<file path="config.mk">
export PLATFORM = sky130hd
export DESIGN_NAME = ov_dvp_pattern_tx
export DESIGN_NICKNAME = d
export VERILOG_FILES = /design/src/rtl/ov_dvp_pattern_tx.sv
export SDC_FILE = /design/constraint.sdc
export NUM_CORES = 1
export LEC_CHECK = 0
export CAP_MARGIN = 15
export CORE_MARGIN = 1.5
export CORE_UTILIZATION = 40
export CTS_CLUSTER_SIZE = 28
export DETAILED_ROUTE_END_ITERATION = 10
export GPL_TIMING_DRIVEN = 0
export PLACE_DENSITY = 0.7
export RECOVER_POWER = 50
export SLEW_MARGIN = 20
export SYNTH_ARGS = -nofsm -noshare
export SYNTH_HDL_FRONTEND = slang
export SYNTH_SLANG_ARGS = --single-unit
</file>
<file path="constraint.sdc">
create_clock -name OV_PCLK -period 9.15 [get_ports OV_PCLK]
set_input_delay 2.2875 -clock OV_PCLK [delete_from_list [all_inputs] [get_ports OV_PCLK]]
set_output_delay 2.2875 -clock OV_PCLK [all_outputs]
set_load 0.02 [all_outputs]
</file>
<file path="src/rtl/ov_dvp_pattern_tx.sv">
// ov_dvp_pattern_tx: OV-style DVP source emitting VSYNC/HREF framed RGB565 test patterns, high byte first.
module ov_dvp_pattern_tx #(
  parameter int H_ACTIVE  = 640,
  parameter int V_ACTIVE  = 480,
  parameter int H_BLANK   = 288,
  parameter int VS_LINES  = 3,
  parameter int VBP_LINES = 17,
  parameter int VFP_LINES = 10
) (
  input  logic        OV_PCLK,
  input  logic        RST,
  input  logic        EN,
  input  logic [1:0]  PATTERN_SEL,
  input  logic [15:0] SOLID,
  output logic        OV_VSYNC,
  output logic        OV_HREF,
  output logic [7:0]  OV_DVP,
  output logic        FRAME_DONE,
  output logic [15:0] FRAME_CNT,
  output logic        BUSY
);
  localparam int LINE_CLKS = 2 * H_ACTIVE + H_BLANK;
  localparam int HW        = $clog2(LINE_CLKS);
  localparam int BAR_BYTES = H_ACTIVE / 4;
  localparam int BW        = $clog2(BAR_BYTES + 1);
  localparam logic [15:0] BARS [8] = '{16'hFFFF, 16'hFFE0, 16'h07FF, 16'h07E0,
                                       16'hF81F, 16'hF800, 16'h001F, 16'h0000};
  typedef enum logic [2:0] {IDLE, VSYNC, VBP, ACTIVE, VFP} state_t;
  state_t          state_q, state_d;
  logic [HW-1:0]   h_q, h_d;
  logic [15:0]     line_q, line_d, lines;
  logic [2:0]      bar_q, bar_d;
  logic [BW-1:0]   bcnt_q, bcnt_d;
  logic [1:0]      pat_q, pat_d;
  logic [15:0]     solid_q, solid_d, pix, cnt_q, cnt_d;
  logic [7:0]      x, y, dvp_q, dvp_d;
  logic            line_end, state_end, frame_start;
  logic            vsync_q, vsync_d, href_q, href_d, done_q, done_d, busy_q, busy_d;
  // Outputs are registered from the next-state values so they line up with the state register.
  always_comb begin
    lines = state_q == VSYNC ? 16'(VS_LINES) : state_q == VBP ? 16'(VBP_LINES) :
            state_q == ACTIVE ? 16'(V_ACTIVE) : 16'(VFP_LINES);
    line_end = h_q == HW'(LINE_CLKS - 1);
    state_end = line_end && line_q == lines - 16'd1;
    state_d = state_q;
    h_d = line_end ? '0 : h_q + HW'(1);
    line_d = state_end ? 16'd0 : line_end ? line_q + 16'd1 : line_q;
    if (state_q == IDLE) begin
      h_d = '0;
      line_d = 16'd0;
      state_d = EN ? VSYNC : IDLE;
    end else if (state_end) begin
      state_d = state_q == VSYNC ? VBP : state_q == VBP ? ACTIVE : state_q == ACTIVE ? VFP :
                EN ? VSYNC : IDLE;
    end
    frame_start = state_d == VSYNC && state_q != VSYNC;
    pat_d = frame_start ? PATTERN_SEL : pat_q;
    solid_d = frame_start ? SOLID : solid_q;
    bar_d = h_d == '0 ? 3'd0 : bcnt_q == BW'(BAR_BYTES - 1) ? bar_q + 3'd1 : bar_q;
    bcnt_d = h_d == '0 || bcnt_q == BW'(BAR_BYTES - 1) ? '0 : bcnt_q + BW'(1);
    x = 8'(h_d >> 1);
    y = 8'(line_d);
    pix = pat_q == 2'd0 ? BARS[bar_d] : pat_q == 2'd1 ? {y, x} : pat_q == 2'd2 ? solid_q :
          (x[3] ^ y[3]) ? 16'h0000 : 16'hFFFF;
    href_d = state_d == ACTIVE && h_d < HW'(2 * H_ACTIVE);
    dvp_d = href_d ? (h_d[0] ? pix[7:0] : pix[15:8]) : 8'h00;
    vsync_d = state_d == VSYNC;
    busy_d = state_d != IDLE;
    done_d = state_d == VFP && h_d == HW'(LINE_CLKS - 1) && line_d == 16'(VFP_LINES - 1);
    cnt_d = done_d ? cnt_q + 16'd1 : cnt_q;
  end
  always_ff @(posedge OV_PCLK) begin
    if (RST) begin
      state_q <= IDLE;
      h_q <= '0;
      line_q <= 16'd0;
      bar_q <= 3'd0;
      bcnt_q <= '0;
      pat_q <= 2'd0;
      solid_q <= 16'd0;
      cnt_q <= 16'd0;
      dvp_q <= 8'h00;
      vsync_q <= 1'b0;
      href_q <= 1'b0;
      done_q <= 1'b0;
      busy_q <= 1'b0;
    end else begin
      state_q <= state_d;
      h_q <= h_d;
      line_q <= line_d;
      bar_q <= bar_d;
      bcnt_q <= bcnt_d;
      pat_q <= pat_d;
      solid_q <= solid_d;
      cnt_q <= cnt_d;
      dvp_q <= dvp_d;
      vsync_q <= vsync_d;
      href_q <= href_d;
      done_q <= done_d;
      busy_q <= busy_d;
    end
  end
  assign OV_VSYNC = vsync_q;
  assign OV_HREF = href_q;
  assign OV_DVP = dvp_q;
  assign FRAME_DONE = done_q;
  assign FRAME_CNT = cnt_q;
  assign BUSY = busy_q;
endmodule

</file>
==> results of run 1 <==
-- cells in the final DEF (no fill, tap or decap), types with 17 or more instances in the layout --
master,n
clkbuf_1,27
xnor2_1,23
a21oi_1,23
nor2_1,69
clkdlybuf4s50_1,20
mux2i_1,22
nand2_1,28
nand3_1,35
and3_1,18
dlygate4sd3_1,28
dfxtp_1,87
xor2_1,17
-- synthesized netlist by cell type (5+ instances only) --
cell type / number / area, um2
ha_1: 6 / 75.1
nand2_1: 28 / 105
o21ai_0: 13 / 65.1
nor2b_1: 15 / 93.8
a21oi_1: 23 / 115
xor2_1: 17 / 149
clkbuf_1: 23 / 86.3
xnor2_1: 23 / 201
and2_1: 5 / 31.3
and3_1: 18 / 113
nor2_1: 69 / 259
dfxtp_1: 87 / 1740
or3_1: 10 / 62.6
a311oi_1: 6 / 52.6
mux2i_1: 22 / 220
a221oi_1: 7 / 61.3
nand3_1: 35 / 175
nand4_1: 12 / 75.1
nor4_1: 14 / 87.6
inv_1: 10 / 37.5
buf_2: 5 / 25.0
nor3_1: 15 / 75.1
-- metrics by stage --
step                      hold WS, ns  setup WS [ns]  cell area, um2  cells  util, %
after floorplan                 0.438           4.87            4620    543        -
after global placement          0.457           4.20            5280    734     46.5
after detailed placement        0.469           4.18            5280    734     46.5
after CTS                       0.482           4.53            5560    748     48.9
after global routing            0.522           4.13            5530    748     48.7
final                           0.476           4.43            5530    748     48.7
-- final cells by class --
| cell class | instances | area share [%] |
|---|---|---|
| tap | 143 | 3.23 |
| clock inverter | 1 | 0.543 |
| buffer | 35 | 3.14 |
| timing repair buffer | 48 | 8.68 |
| sequential | 87 | 31.5 |
| multi-input combinational | 411 | 47.7 |
| inverter | 10 | 0.678 |
| clock buffer | 13 | 4.52 |
-- state kept, by name, indices dropped and copies added, names as in the netlist, 2 cells and up --
register	cells
solid_q	16
line_q	16
FRAME_CNT	16
pat_q	2
bcnt_q	8
bar_q	3
OV_DVP	8
state_q	3
h_q	11
-- worst min-delay path by stage --
stage	start	to	slack, ns
6_report	bcnt_q[0]	bcnt_q[0]	0.48
4_1_cts	bcnt_q[0]	bcnt_q[0]	0.48
5_1_grt	bcnt_q[0]	bcnt_q[0]	0.52
3_3_place_gp	bcnt_q[0]	bcnt_q[0]	0.46
3_5_place_dp	bcnt_q[0]	bcnt_q[0]	0.47
2_1_floorplan	bcnt_q[0]	bcnt_q[0]	0.44
-- power by group --
part	switching (uW)	total, uW	internal [uW]
clock network	143	359	216
registers	5.07	391	386
logic	36.9	64.1	27.2
total	185	814	630
-- logic make-up after synthesis --
logic type      count (synthesis)
simple gates                  255
compound gates                 88
fa+ha+maj                       6
xor+xnor                       40
flops                          87
mux                            22
buf+inv                        45
-- metal layers --
metal | vias up | routed length [um] | global-route usage, %
li1 | 2092 | - | -
met1 | 1998 | 5620 | 26.4
met2 | 146 | 5610 | 32.5
met3 | 25 | 640 | 4.01
met4 | 0 | 285 | 7.44
met5 | - | 0 | 0
-- worst reg2reg max path: stages, from the launching register on --
cell and delay (ns):
dfxtp_1 0.30, clkbuf_1 0.18, clkbuf_1 0.26, or2_2 0.35, ha_1 0.28, or2_2 0.30, a2111oi_0 0.42, o32ai_1 0.26
o31a_1 0.38, or4_1 0.51, clkbuf_1 0.21, or3_1 0.42, buf_6 0.14, buf_6 0.14, o41ai_2 0.35, a21oi_1 0.10
==> flow_metrics.tcl, run 1 <==
set metrics [dict create \
    status "complete, no violations" \
    worstPathArrival_ns 4.93 \
    synth_compound_gate_area_share_pct 14.1 \
    clkSinkCount 87 \
    yosysUniqueCellTypes 63 \
    seq_area_frac_synth_pct 37.7 \
    startpoint_type "input pin" \
    tightestPinTransition_ns 1.06 \
    max_freq_mhz 212 \
    synth_mux_area_share_pct 4.76 \
    tns_ns 0 \
    ys.flop_type "dfxtp_1" \
    r2r_cells 15 \
    hpwl_mm 9.12 \
    numCtsBuffers 9 \
    grt_pass1_vias 3942 \
    die_x_um 111 \
    crit_path_end_kind "flop" \
    worst-path-stages 10 \
    crit_buf_inv 4 \
    ys_seq_elements 87 \
    grt_pass1_wl_mm 19.8 \
    cts_tree "built" \
    regArea_mm2 0.00174 \
    layout-drive-gt1-share_pct 6.12 \
    total_leakage_power_uw 0.00204 \
    max_slew_margin_pct 27.3 \
    crit_fanout 10 \
    criticalPathCategory "in2reg" \
    cp_top_family "simple AND/OR/NAND/NOR gates" \
    grt_overflow 0 \
    cts-resized-gates 0 \
    finalSetupViolCount 0 \
    hold_viol 0 \
    row_count 39 \
    vias 4261 \
    clkTransAtPathRegs_ns 0.06 \
    r2r_slack_ns 4.44 \
    clock_skew_ns 0.00614 \
    rsz0062_at_grt "false" \
    min_path_cells 1 \
    startpoint "EN" \
    nets 629 \
    required_ns 9.36 \
    n_antenna_cell 0 \
    cap_viol_max_count 0 \
    die_area_mm2 0.0122 \
    clkLatencyLatePin_ns 0.35 \
    dr.first_iter.drc_count 331 \
    async_reset_ff_share_pct 0 \
    grt_max_degree 13 \
    critPathSlowestCell "clkdlybuf4s50_1" \
    synth-simple-area-share_pct 29.7 \
    drtPass1Iterations 5 \
    power_uw 814 \
    crit_path_max_incr_delay_ns 0.50 \
    fin_crit_sh_pct 51.6 \
    multi_input_area_mm2 0.00264 \
    gp_congestion 0.921 \
    post_cts_buffers 0 \
    grt_usage_pct 20.1 \
    die_y_um 111 \
    reg2reg_to "FRAME_CNT[10]" \
    fin_crit_ns 4.72 \
    ys_warn_count 0 \
    finalWirelength_mm 12.2 \
    detail-route-antenna-nets 0 \
    clk_path_buf_depth 2 \
    synth_fp_nets 570 \
    area_growth_pct 19.7 \
    synth_xor_area_share_pct 7.58 \
    cts_root_buf "clkbuf_16" \
    slew_viol_final 0 \
    nFillCells 1079 \
    power.density_mw_per_mm2 147 \
    avgRoutedWirePerCell_um 16.3 \
    ctsHoldBuffers 0 \
    synth_top_family_by_area "simple AND/OR/NAND/NOR gates" \
    vias_per_cell 5.70 \
    syn_area_mm2 0.00462 \
    synth-edff-count 0 \
    rr_startpoint "state_q[2]" \
    vdd_drop_max_v 0.000106 \
    synthAdderAreaFrac_pct 1.62 \
    syn_inst 543 \
    drc_errors 0 \
    antenna_found_initial 0 \
    avgSynthCellArea_um2 8.52 \
    num_io_pins 49 \
    io_buffers 48 \
    hold_class "reg2reg" \
    crit_chain "clkdlybuf4s50_1, nor2b_1, and2_1, or4_1, clkbuf_1, or3_1, buf_6, buf_6, o41ai_2, a21oi_1" \
    cp-endpoint "FRAME_CNT[10]" \
    crit_top_cell "buf_6" \
    core_mm2 0.0114 \
    initial_utilization_pct 40.7 \
    h-tree-depth 3 \
]
No activity file was read; power rests on OpenSTA's default activity.
==> inputs of run 2 (changes only) <==
==> constraint.sdc (replaced) <==
create_clock -name OV_PCLK -period 4.6 [get_ports OV_PCLK]
set_input_delay 1.15 -clock OV_PCLK [delete_from_list [all_inputs] [get_ports OV_PCLK]]
set_output_delay 1.15 -clock OV_PCLK [all_outputs]
set_load 0.02 [all_outputs]
==> flow_metrics.tcl, run 2 (same netlist as run 1, synthesis figures left out) <==
set metrics [dict create \
    status "complete, no violations" \
    fin_crit_ns 4.38 \
    placed_cell_area_mm2 0.00528 \
    post_cts_buffers 0 \
    hpwl_mm 9.12 \
    cts-resized-gates 0 \
    grt_usage_pct 20.1 \
    grt_max_degree 13 \
    grt_pass1_wl_mm 19.8 \
    criticalPathCategory "reg2reg" \
    seq_power_share_pct 48.1 \
    drtPass1Iterations 5 \
    tightestPinTransition_ns 1.01 \
    num_io_pins 49 \
    initial_utilization_pct 40.7 \
    tns_ns 0 \
    drc_errors 0 \
    hold_viol 0 \
    required_ns 4.81 \
    clkTransAtPathRegs_ns 0.06 \
    cts_root_buf "clkbuf_16" \
    p_int_uw 1250 \
    cap_viol_max_count 0 \
    nets 629 \
    gp_congestion 0.921 \
    area_growth_pct 20.5 \
    cts_tree "built" \
    final_common_cell "dfxtp_1" \
    finalInstanceArea_mm2 0.00557 \
    finalWirelength_mm 12.2 \
    detail-route-antenna-nets 0 \
    clkLatencyLatePin_ns 0.34 \
    vdd_drop_max_v 0.000211 \
    r2r_cells 15 \
    layout-drive-gt1-share_pct 6.78 \
    finalSetupViolCount 0 \
    clk_path_buf_depth 2 \
    fin_util_pct 49.0 \
    startpoint_type "flop" \
    power.density_mw_per_mm2 291 \
    clock_skew_ns 0.00702 \
    fin_crit_sh_pct 95.2 \
    dr.first_iter.drc_count 305 \
    io_buffers 48 \
    h-tree-depth 3 \
    n_antenna_cell 0 \
    min_path_cells 1 \
    p_switching_uw 366 \
    numCtsBuffers 9 \
    slew_viol_final 0 \
    worstPathArrival_ns 4.59 \
    power_frac_clock_pct 44.0 \
    grt_pass1_vias 3942 \
    row_count 39 \
    vias 4236 \
    core_mm2 0.0114 \
    final_cell_mix "dfxtp_1, nor2_1, nand3_1" \
    ctsHoldBuffers 0 \
    total_leakage_power_uw 0.00206 \
    avgRoutedWirePerCell_um 16.3 \
    comb_power_share_pct 8.0 \
    die_x_um 111 \
    die_y_um 111 \
    clkSinkCount 87 \
    hold_class "reg2reg" \
    max_slew_margin_pct 30.9 \
    vias_per_cell 5.66 \
    crit_path_end_kind "flop" \
    holdWs_ns 0.476 \
    max_freq_mhz 228 \
    die_area_mm2 0.0122 \
    sw_frac_of_total_pct 22.6 \
    grt_overflow 0 \
    crit_fanout 10 \
    antenna_found_initial 0 \
]
run 2: cell count changes in the layout (fill, tap and decap cells not counted), sizes merged:
| cell | delta |
|---|---|
| buf | +1 |
| clkdlybuf4s50 | -1 |
| dlygate4sd3 | +1 |
| clkbuf | -1 |
run 2: cell type report:
| type | count | area [um2] |
|---|---|---|
| fill | 1077 | 5800 |
| multi-input combinational | 411 | 2670 |
| sequential | 87 | 1740 |
| timing repair buffer | 48 | 480 |
| clock buffer | 13 | 250 |
| buffer | 35 | 181 |
| tap | 143 | 179 |
| inverter | 10 | 37.5 |
| clock inverter | 1 | 30.0 |
run 2: path summary, 6_finish.rpt:
kind	from	to	slack, ns
worst max-delay path	state_q[2]	FRAME_CNT[10]	0.22
worst max register to register	state_q[2]	FRAME_CNT[10]	0.22
worst min-delay path	bcnt_q[0]	bcnt_q[0]	0.48
worst min register to register	bcnt_q[0]	bcnt_q[0]	0.48
run 2: critical path, stage by stage, from the launching register on:
cell       delay [ns]
dfxtp_1          0.30
clkbuf_1         0.17
buf_2            0.23
or2_2            0.31
ha_1             0.28
or2_4            0.27
a2111oi_4        0.35
o32ai_2          0.19
o31a_1           0.35
or4_1            0.51
buf_2            0.18
or3_1            0.39
buf_6            0.14
buf_6            0.14
o41ai_2          0.34
a21oi_1          0.10
run 2: layer usage:
metal | GRT usage [%] | wire length, um
met5 | 0 | 0
met4 | 7.44 | 262
met3 | 4.01 | 627
met2 | 32.5 | 5680
met1 | 26.4 | 5590
run 2: power by group through the flow:
| stage | Clock, uW | Combinational [uW] | Sequential [uW] |
|---|---|---|---|
| 3_3_place_gp | 0 | 126 | 794 |
| 6_report | 712 | 129 | 778 |
| 5_1_grt | 753 | 140 | 779 |
| 4_1_cts | 723 | 128 | 778 |
| 2_1_floorplan | 0 | 81.2 | 793 |
| 3_5_place_dp | 0 | 127 | 795 |
run 2: metrics by stage:
step                power [uW]  cells  setup WS (ns)
finish                    1620    748          0.222
global route              1670    748       -0.00374
CTS                       1630    748          0.179
detailed placement         922    734          0.190
global placement           920    734          0.266
floorplan                  874    543          0.551
